**config.mk**
```make
export PLATFORM = sky130hd
export DESIGN_NAME = delta_sigma_decim
export DESIGN_NICKNAME = d
export VERILOG_FILES = /design/src/rtl/delta_sigma_decim.sv
export SDC_FILE = /design/constraint.sdc
export NUM_CORES = 1
export LEC_CHECK = 0
export ABC_AREA = 1
export ABC_CLOCK_PERIOD_IN_PS = 5800
export CORE_ASPECT_RATIO = 1.1
export CORE_MARGIN = 4
export CORE_UTILIZATION = 30
export DETAILED_ROUTE_END_ITERATION = 10
export HOLD_SLACK_MARGIN = 0.15
export SYNTH_ARGS = -nofsm -noshare
export SYNTH_HDL_FRONTEND = slang
export SYNTH_SLANG_ARGS = --single-unit
export TNS_END_PERCENT = 50
```
**constraint.sdc**
```tcl
create_clock -name clk_i -period 5.8 [get_ports clk_i]
set_input_delay 1.16 -clock clk_i [delete_from_list [all_inputs] [get_ports clk_i]]
set_output_delay 1.16 -clock clk_i [all_outputs]
set_load 0.03 [all_outputs]
```
**src/rtl/delta_sigma_decim.sv**
```systemverilog
// rtl/delta_sigma_decim.sv - Sinc3 CIC decimator turning a 1-bit delta-sigma stream into unsigned samples
module delta_sigma_decim #(
    parameter int NB_BIT     = 32,
    parameter int DECIM_LOG2 = 8
) (
    input  logic              clk_i,
    input  logic              rst_n_i,
    input  logic              trig_i,
    input  logic              bit_i,
    output logic [NB_BIT-1:0] data_o,
    output logic              data_en_o
);

    localparam int ACC_W = 3 * DECIM_LOG2 + 1;
    localparam int OUT_W = 3 * DECIM_LOG2;
    localparam int PAD_W = NB_BIT - OUT_W;

    // Full-scale comb result R^3; the only value that does not fit in OUT_W bits
    localparam logic [ACC_W-1:0] FULL_SCALE = {1'b1, {OUT_W{1'b0}}};

    typedef enum logic [1:0] {
        WARM0 = 2'd0,
        WARM1 = 2'd1,
        RUN   = 2'd2
    } warm_state_t;

    warm_state_t state_q;
    warm_state_t state_d;
    logic        run;

    logic [ACC_W-1:0]      i1, i2, i3;
    logic [ACC_W-1:0]      i1_nxt, i2_nxt, i3_nxt;
    logic [ACC_W-1:0]      d1, d2, d3;
    logic [ACC_W-1:0]      c1, c2, c3;
    logic [ACC_W-1:0]      raw;
    logic [OUT_W-1:0]      out_val;
    logic [DECIM_LOG2-1:0] cnt;
    logic                  dec_stb;
    logic                  raw_vld;
    logic                  raw_emit;

    // Integrator cascade: each stage adds the value just produced by the previous one
    always_comb begin
        i1_nxt = i1 + ACC_W'(bit_i);
        i2_nxt = i2 + i1_nxt;
        i3_nxt = i3 + i2_nxt;
    end

    // Comb cascade and full-scale clamp; wrap-around keeps the result exact modulo 2^ACC_W
    always_comb begin
        c1 = i3 - d1;
        c2 = c1 - d2;
        c3 = c2 - d3;
        if (raw == FULL_SCALE) begin
            out_val = {OUT_W{1'b1}};
        end else begin
            out_val = raw[OUT_W-1:0];
        end
    end

    // Integrators and decimation counter advance only on bit strobes
    always_ff @(posedge clk_i or negedge rst_n_i) begin
        if (!rst_n_i) begin
            i1      <= '0;
            i2      <= '0;
            i3      <= '0;
            cnt     <= '0;
            dec_stb <= 1'b0;
        end else begin
            dec_stb <= trig_i && (cnt == '1);
            if (trig_i) begin
                i1  <= i1_nxt;
                i2  <= i2_nxt;
                i3  <= i3_nxt;
                cnt <= cnt + 1'b1;
            end
        end
    end

    // Comb delays and raw result update once per decimation boundary
    always_ff @(posedge clk_i or negedge rst_n_i) begin
        if (!rst_n_i) begin
            d1       <= '0;
            d2       <= '0;
            d3       <= '0;
            raw      <= '0;
            raw_vld  <= 1'b0;
            raw_emit <= 1'b0;
        end else begin
            raw_vld  <= dec_stb;
            raw_emit <= dec_stb && run;
            if (dec_stb) begin
                d1  <= i3;
                d2  <= c1;
                d3  <= c2;
                raw <= c3;
            end
        end
    end

    // Output register: sample is always refreshed, the pulse only once warmed up
    always_ff @(posedge clk_i or negedge rst_n_i) begin
        if (!rst_n_i) begin
            data_o    <= '0;
            data_en_o <= 1'b0;
        end else begin
            data_en_o <= raw_emit;
            if (raw_vld) begin
                data_o <= NB_BIT'(out_val) << PAD_W;
            end
        end
    end

    // Warm-up state register
    always_ff @(posedge clk_i or negedge rst_n_i) begin
        if (!rst_n_i) begin
            state_q <= WARM0;
        end else begin
            state_q <= state_d;
        end
    end

    // Warm-up next state: one step per comb update until the filter history is full
    always_comb begin
        state_d = state_q;
        if (dec_stb) begin
            case (state_q)
                WARM0:   state_d = WARM1;
                WARM1:   state_d = RUN;
                default: state_d = RUN;
            endcase
        end
    end

    // Warm-up output: the comb result is trusted only from the third boundary on
    always_comb begin
        run = (state_q == RUN);
    end

endmodule

```
-- Word-level counts from Yosys, hierarchy flattened
Index checks and enable logic that the tools add are counted.
- register bits: 213
- bits of input ports: 4
- output and inout port bits: 33
- word-level logic and storage cells: 29
- $add $sub $neg: 7
- equality and inequality tests: 3
- mux-type cells: 2
- reduce and logical (&&, ||, !) cells: 3
- operators by type and width (kind ; number):
    25-bit subtractor ; 3
    25-bit adder ; 2
    25-bit by 1-bit adder with 25-bit output ; 1
    25-bit equality test, second input constant ; 1
    24-bit two-way mux ; 1
    8-bit by 1-bit adder with 8-bit output, second input constant ; 1
    8-bit equality test, second input constant ; 1
    2-bit equality test, second input constant ; 1
    1-bit logical AND ; 2
    2-bit zero test ; 1
    2-bit two-way mux ; 1

-- Logic depth before layout (Yosys ltp)
- depth after elaboration: 3
- depth in mapped cells: 34
- gate-level depth less buffers: 34

-- Worst setup path before layout
No wires, ideal clock.
- kind: in2reg
- start: in bit_i
- end: reg i3[22]
- library setup time: 82 ps
- arrival: 5119 ps
- data required time: 5718 ps
- setup slack: 599 ps
- stages on the path: 30
- path buffers: 0
- cell sequence: ha_1 > ha_1 > nand3_1 > nor2_2 > nand3_2 > nor2_4 > nand2_1 > nor2_2 > inv_1 > nor2_1 > inv_1 > nand2_1 > inv_1 > ha_1 > a21oi_1 > o21ai_0 > o21bai_1 > a21oi_1 > o21ai_2 > nand2_1 > nand2_1 > xor2_1 > ha_1 > a21o_1 > a21boi_0 > a21boi_0 > nand3_1 > nand3_1 > nand3_1 > a31oi_1
- cells in the longest elaborated chain, start to end: 3
- ends and longest elaborated chain (element ; RTL line ; text):
    start, declared ; 9 ; input logic bit_i,
    25-bit by 1-bit adder with 25-bit output ; 44 ; i1_nxt = i1 + ACC_W'(bit_i);
    via i1_nxt[12] ; 32 ; logic [ACC_W-1:0] i1_nxt, i2_nxt, i3_nxt;
    25-bit adder ; 45 ; i2_nxt = i2 + i1_nxt;
    via i2_nxt[17] ; 32 ;
    25-bit adder ; 46 ; i3_nxt = i3 + i2_nxt;
    end signal, assigned ; 74 ; i3 <= i3_nxt;
    end, declared ; 31 ; logic [ACC_W-1:0] i1, i2, i3;
The timed path passes the listed nets, and every way through them passes these cells.
A chain may end at the register's enable or synchronous reset.

-- Worst setup path after layout
- start: in bit_i
- end: reg i3[24]
The elaborated chain is that of the path after synthesis.

==> impl_metrics.csv <==
group,metric,value,unit
run_status,status,"finished, final reports clean",
clock_tree,cts_tree,"yes",
sta,finalHoldViolations,0,
clock_tree,cts_root_buffer,"clkbuf_16",
routing,drc,0,
synthesis,synth_area_leaders,"dfrtp_1 (36%), nand2_1 (13%), ha_1 (10%)",
layout,fin_nets,2218,
synthesis,synthXorXnorAreaFrac,6.16,%
sta,post-route-period-util,94.1,%
layout,diodes,0,
worst_setup_path,path_max_fanout,4,
synthesis,ys.flop_type,"dfrtp_1",
min_path,hold_path_class,"reg2reg",
floorplanning,num_rows,85,
synthesis,synth-seq-cells,213,
sta,drv_slew,0,
synthesis,synth_cell_type_count,46,
placed_design,post_dp_cell_area,16300,um^2
floorplanning,die_x,220,um
worst_setup_path,worstSetupEndpointType,"flop",
worst_setup_path,start_kind,"primary input",
worst_setup_path,startpoint,"bit_i",
flow_run,drv_cap,0,
sta,fmax,0.183,GHz
global_route,track_usage,13.5,%
sta,rsz0062_at_grt,"true",
routing,viasPerCell,4.62,
synthesis,synthAdderAreaFrac,11.1,%
placed_design,dpl.hpwl,27000,um
sta,clock-skew-final,13.4,ps
layout,drive_gt1_share,8.89,%
global_route,antenna_found_initial,0,
min_path,hp-start,"raw_emit",
global_route,grt_overflow_total,0,
synthesis,synth_edf_count,0,
synthesis,synthMuxAreaShare,0,%
placed_design,dpl.cell_count,2709,
layout,seq_area,5330,um^2
placed_design,numPortBuffers,28,
layout,final_cells,2756,
clock_tree,clkTransAtPathRegs,60,ps
synthesis,synth_top_family_by_area,"simple AND/OR/NAND/NOR gates",
floorplanning,fp.coreArea,48800,um^2
sta,slew_headroom,39.0,%
worst_setup_path,cp.required,6230,ps
synthesis,synth_compound_area_share,13.9,%
routing,drt-initial-drc-count,610,
sta,fin_crit,5460,ps
routing,first_pass_iters,5,
placed_design,gp_congestion,0.901,
routing,ant_nets,0,
clock_tree,cts_buffers,26,
clock_tree,ctsHoldBuffers,0,
synthesis,yosys_warnings,0,
routing,wl_per_cell,12.8,um
layout,area_growth,16.9,%
synthesis,async_reset_ff_share,100,%
floorplanning,start_util,30.3,%
layout,multi_input_area,8420,um^2
routing,drt_wl_total,35400,um
layout,final_area,17300,um^2
global_route,grt_pass1_vias,12800,
global_route,grt_pass1_wl,60200,um
synthesis,synth_top_area_share,36.1,%
floorplanning,die-area,52900,um^2
worst_setup_path,r2r_start,"i3[2]",
sta,holdWs,360,ps
worst_setup_path,critPathKind,"in2reg",
worst_setup_path,cp_data_arrival_time,5890,ps
sta,fin_tns_setup,0,ps
synthesis,yosysSeqAreaShare,36.1,%
synthesis,yosys.area_share.simple,24.9,%
worst_setup_path,crit_path_top_delay_cell,"clkdlybuf4s50_1",
routing,vias,12700,
global_route,grt_max_degree,106,
synthesis,netlist_area,14800,um^2
sta,setup_viol,0,
clock_tree,insertion_delay,540,ps
sta,worst-slew-pin-transition,916,ps
floorplanning,pin_count,37,
synthesis,synthCells,1991,
clock_tree,h-tree-depth,1,
synthesis,yosys.area.top_type,"dfrtp_1",
layout,fillCellCount,5088,
clock_tree,clockBufferDepth,3,
clock_tree,cts.sinks,213,
synthesis,syn_area_per_cell,7.43,um^2
floorplanning,die_h,241,um
worst_setup_path,crit_path_max_incr_delay,460,ps
-- flip-flops by register name, indices dropped and copies added, names as in the netlist, 2 cells and up --
register  cells
i3           25
state_q       2
d3           25
data_o       24
raw          25
i1           25
i2           25
cnt           8
d2           25
d1           25
-- cell usage in the layout, fill, tap and decap left out, types with 3 or more instances in the layout --
cell type / synthesis / final
a211oi_1: 5 / 4
a21boi_0: 6 / 5
a21o_1: 12 / 12
a21oi_1: 117 / 113
a21oi_2: 1 / 5
a31oi_1: 25 / 25
and2_1: 8 / 8
buf_4: 8 / 86
clkbuf_16: 0 / 27
clkdlybuf4s50_1: 0 / 26
clkinv_2: 0 / 9
conb_1: 1 / 8
dfrtp_1: 213 / 212
fa_1: 5 / 5
ha_1: 123 / 121
inv_1: 246 / 245
nand2_1: 522 / 520
nand2_2: 3 / 5
nand3_1: 86 / 84
nand3_2: 3 / 5
nand3b_1: 7 / 7
nand4_1: 22 / 22
nor2_1: 141 / 139
nor2_2: 3 / 5
nor3_1: 48 / 42
nor3_2: 2 / 8
nor4_1: 11 / 9
o211ai_1: 3 / 3
o21a_1: 5 / 5
o21ai_0: 150 / 149
o21ai_1: 21 / 22
o21bai_1: 19 / 18
or2_2: 7 / 7
xnor2_1: 28 / 28
xor2_1: 76 / 76
-- metal layers --
layer | global-route usage [%] | vias up | wire length [um]
met5 | 0 | - | 0
met4 | 4.53 | 0 | 1270
met3 | 1.69 | 61 | 953
met2 | 24.8 | 153 | 17200
met1 | 16.3 | 5798 | 16000
li1 | - | 6721 | -
-- final timing paths --
kind / depth (start not counted) / slack [ps] / to
setup / recovery: 30 / 340 / i3[24]
hold / removal: 0 / 360 / data_en_o
setup reg to reg: 27 / 490 / raw[24]
hold reg to reg: 0 / 360 / data_en_o
max in group asynchronous: 2 / 3890 / i2[23]
min in group asynchronous: 1 / 640 / data_o[10]
-- Yosys cell counts (all sizes together), types with 9 or more instances --
master and count:
a21boi 9, a21o 12, a21oi 118, a31oi 25, buf 12, clkbuf 42, dfrtp 213, ha 123
inv 247, nand2 525, nand3 89, nand4 22, nor2 146, nor3 52, nor4 12, o21ai 173
o21bai 19, xnor2 28, xor2 76
-- worst max-delay path: cells and delay by family --
family	cells	cell delay (ps)
AOI/OAI and AO/OA	4	860
xor gates and xnor gates	1	230
adders and majority gates	3	800
buffers and inverters	5	860
and+or+nand+nor	17	1990
-- stage by stage --
step	utilization (%)	worst slack [ps]
global route	35.4	-58.0
CTS	35.2	193
finish	35.4	343
detailed placement	33.4	-385
global placement	33.4	-328
floorplan	-	599
-- final cells by class --
cell class                      count  area share [%]
Clock inverter                     15           0.797
Sequential cell                   213            30.9
Clock buffer                       31            4.11
Timing Repair Buffer              114            5.36
Tap cell                          652            4.72
Inverter                          248            5.39
Multi-Input combinational cell   1483            48.8
-- cell families (layout without fill, tap and decap cells) --
kind of cell | count (synthesis) | in the layout
other | 1 | 8
adder cells (fa/ha/maj) | 128 | 128
AND/OR/NAND/NOR | 870 | 870
buffers and inverters | 302 | 408
flip-flops | 213 | 213
XOR/XNOR | 104 | 104
AO/OA/AOI/OAI | 373 | 373
-- repair_timing --
action,CTS,global route
setup buffers,0,1
setup endpoints to repair,0,9
resized for setup,0,27
Power is not shown: default switching activity piles up to over one toggle a cycle in this logic, so the estimate is an artifact.
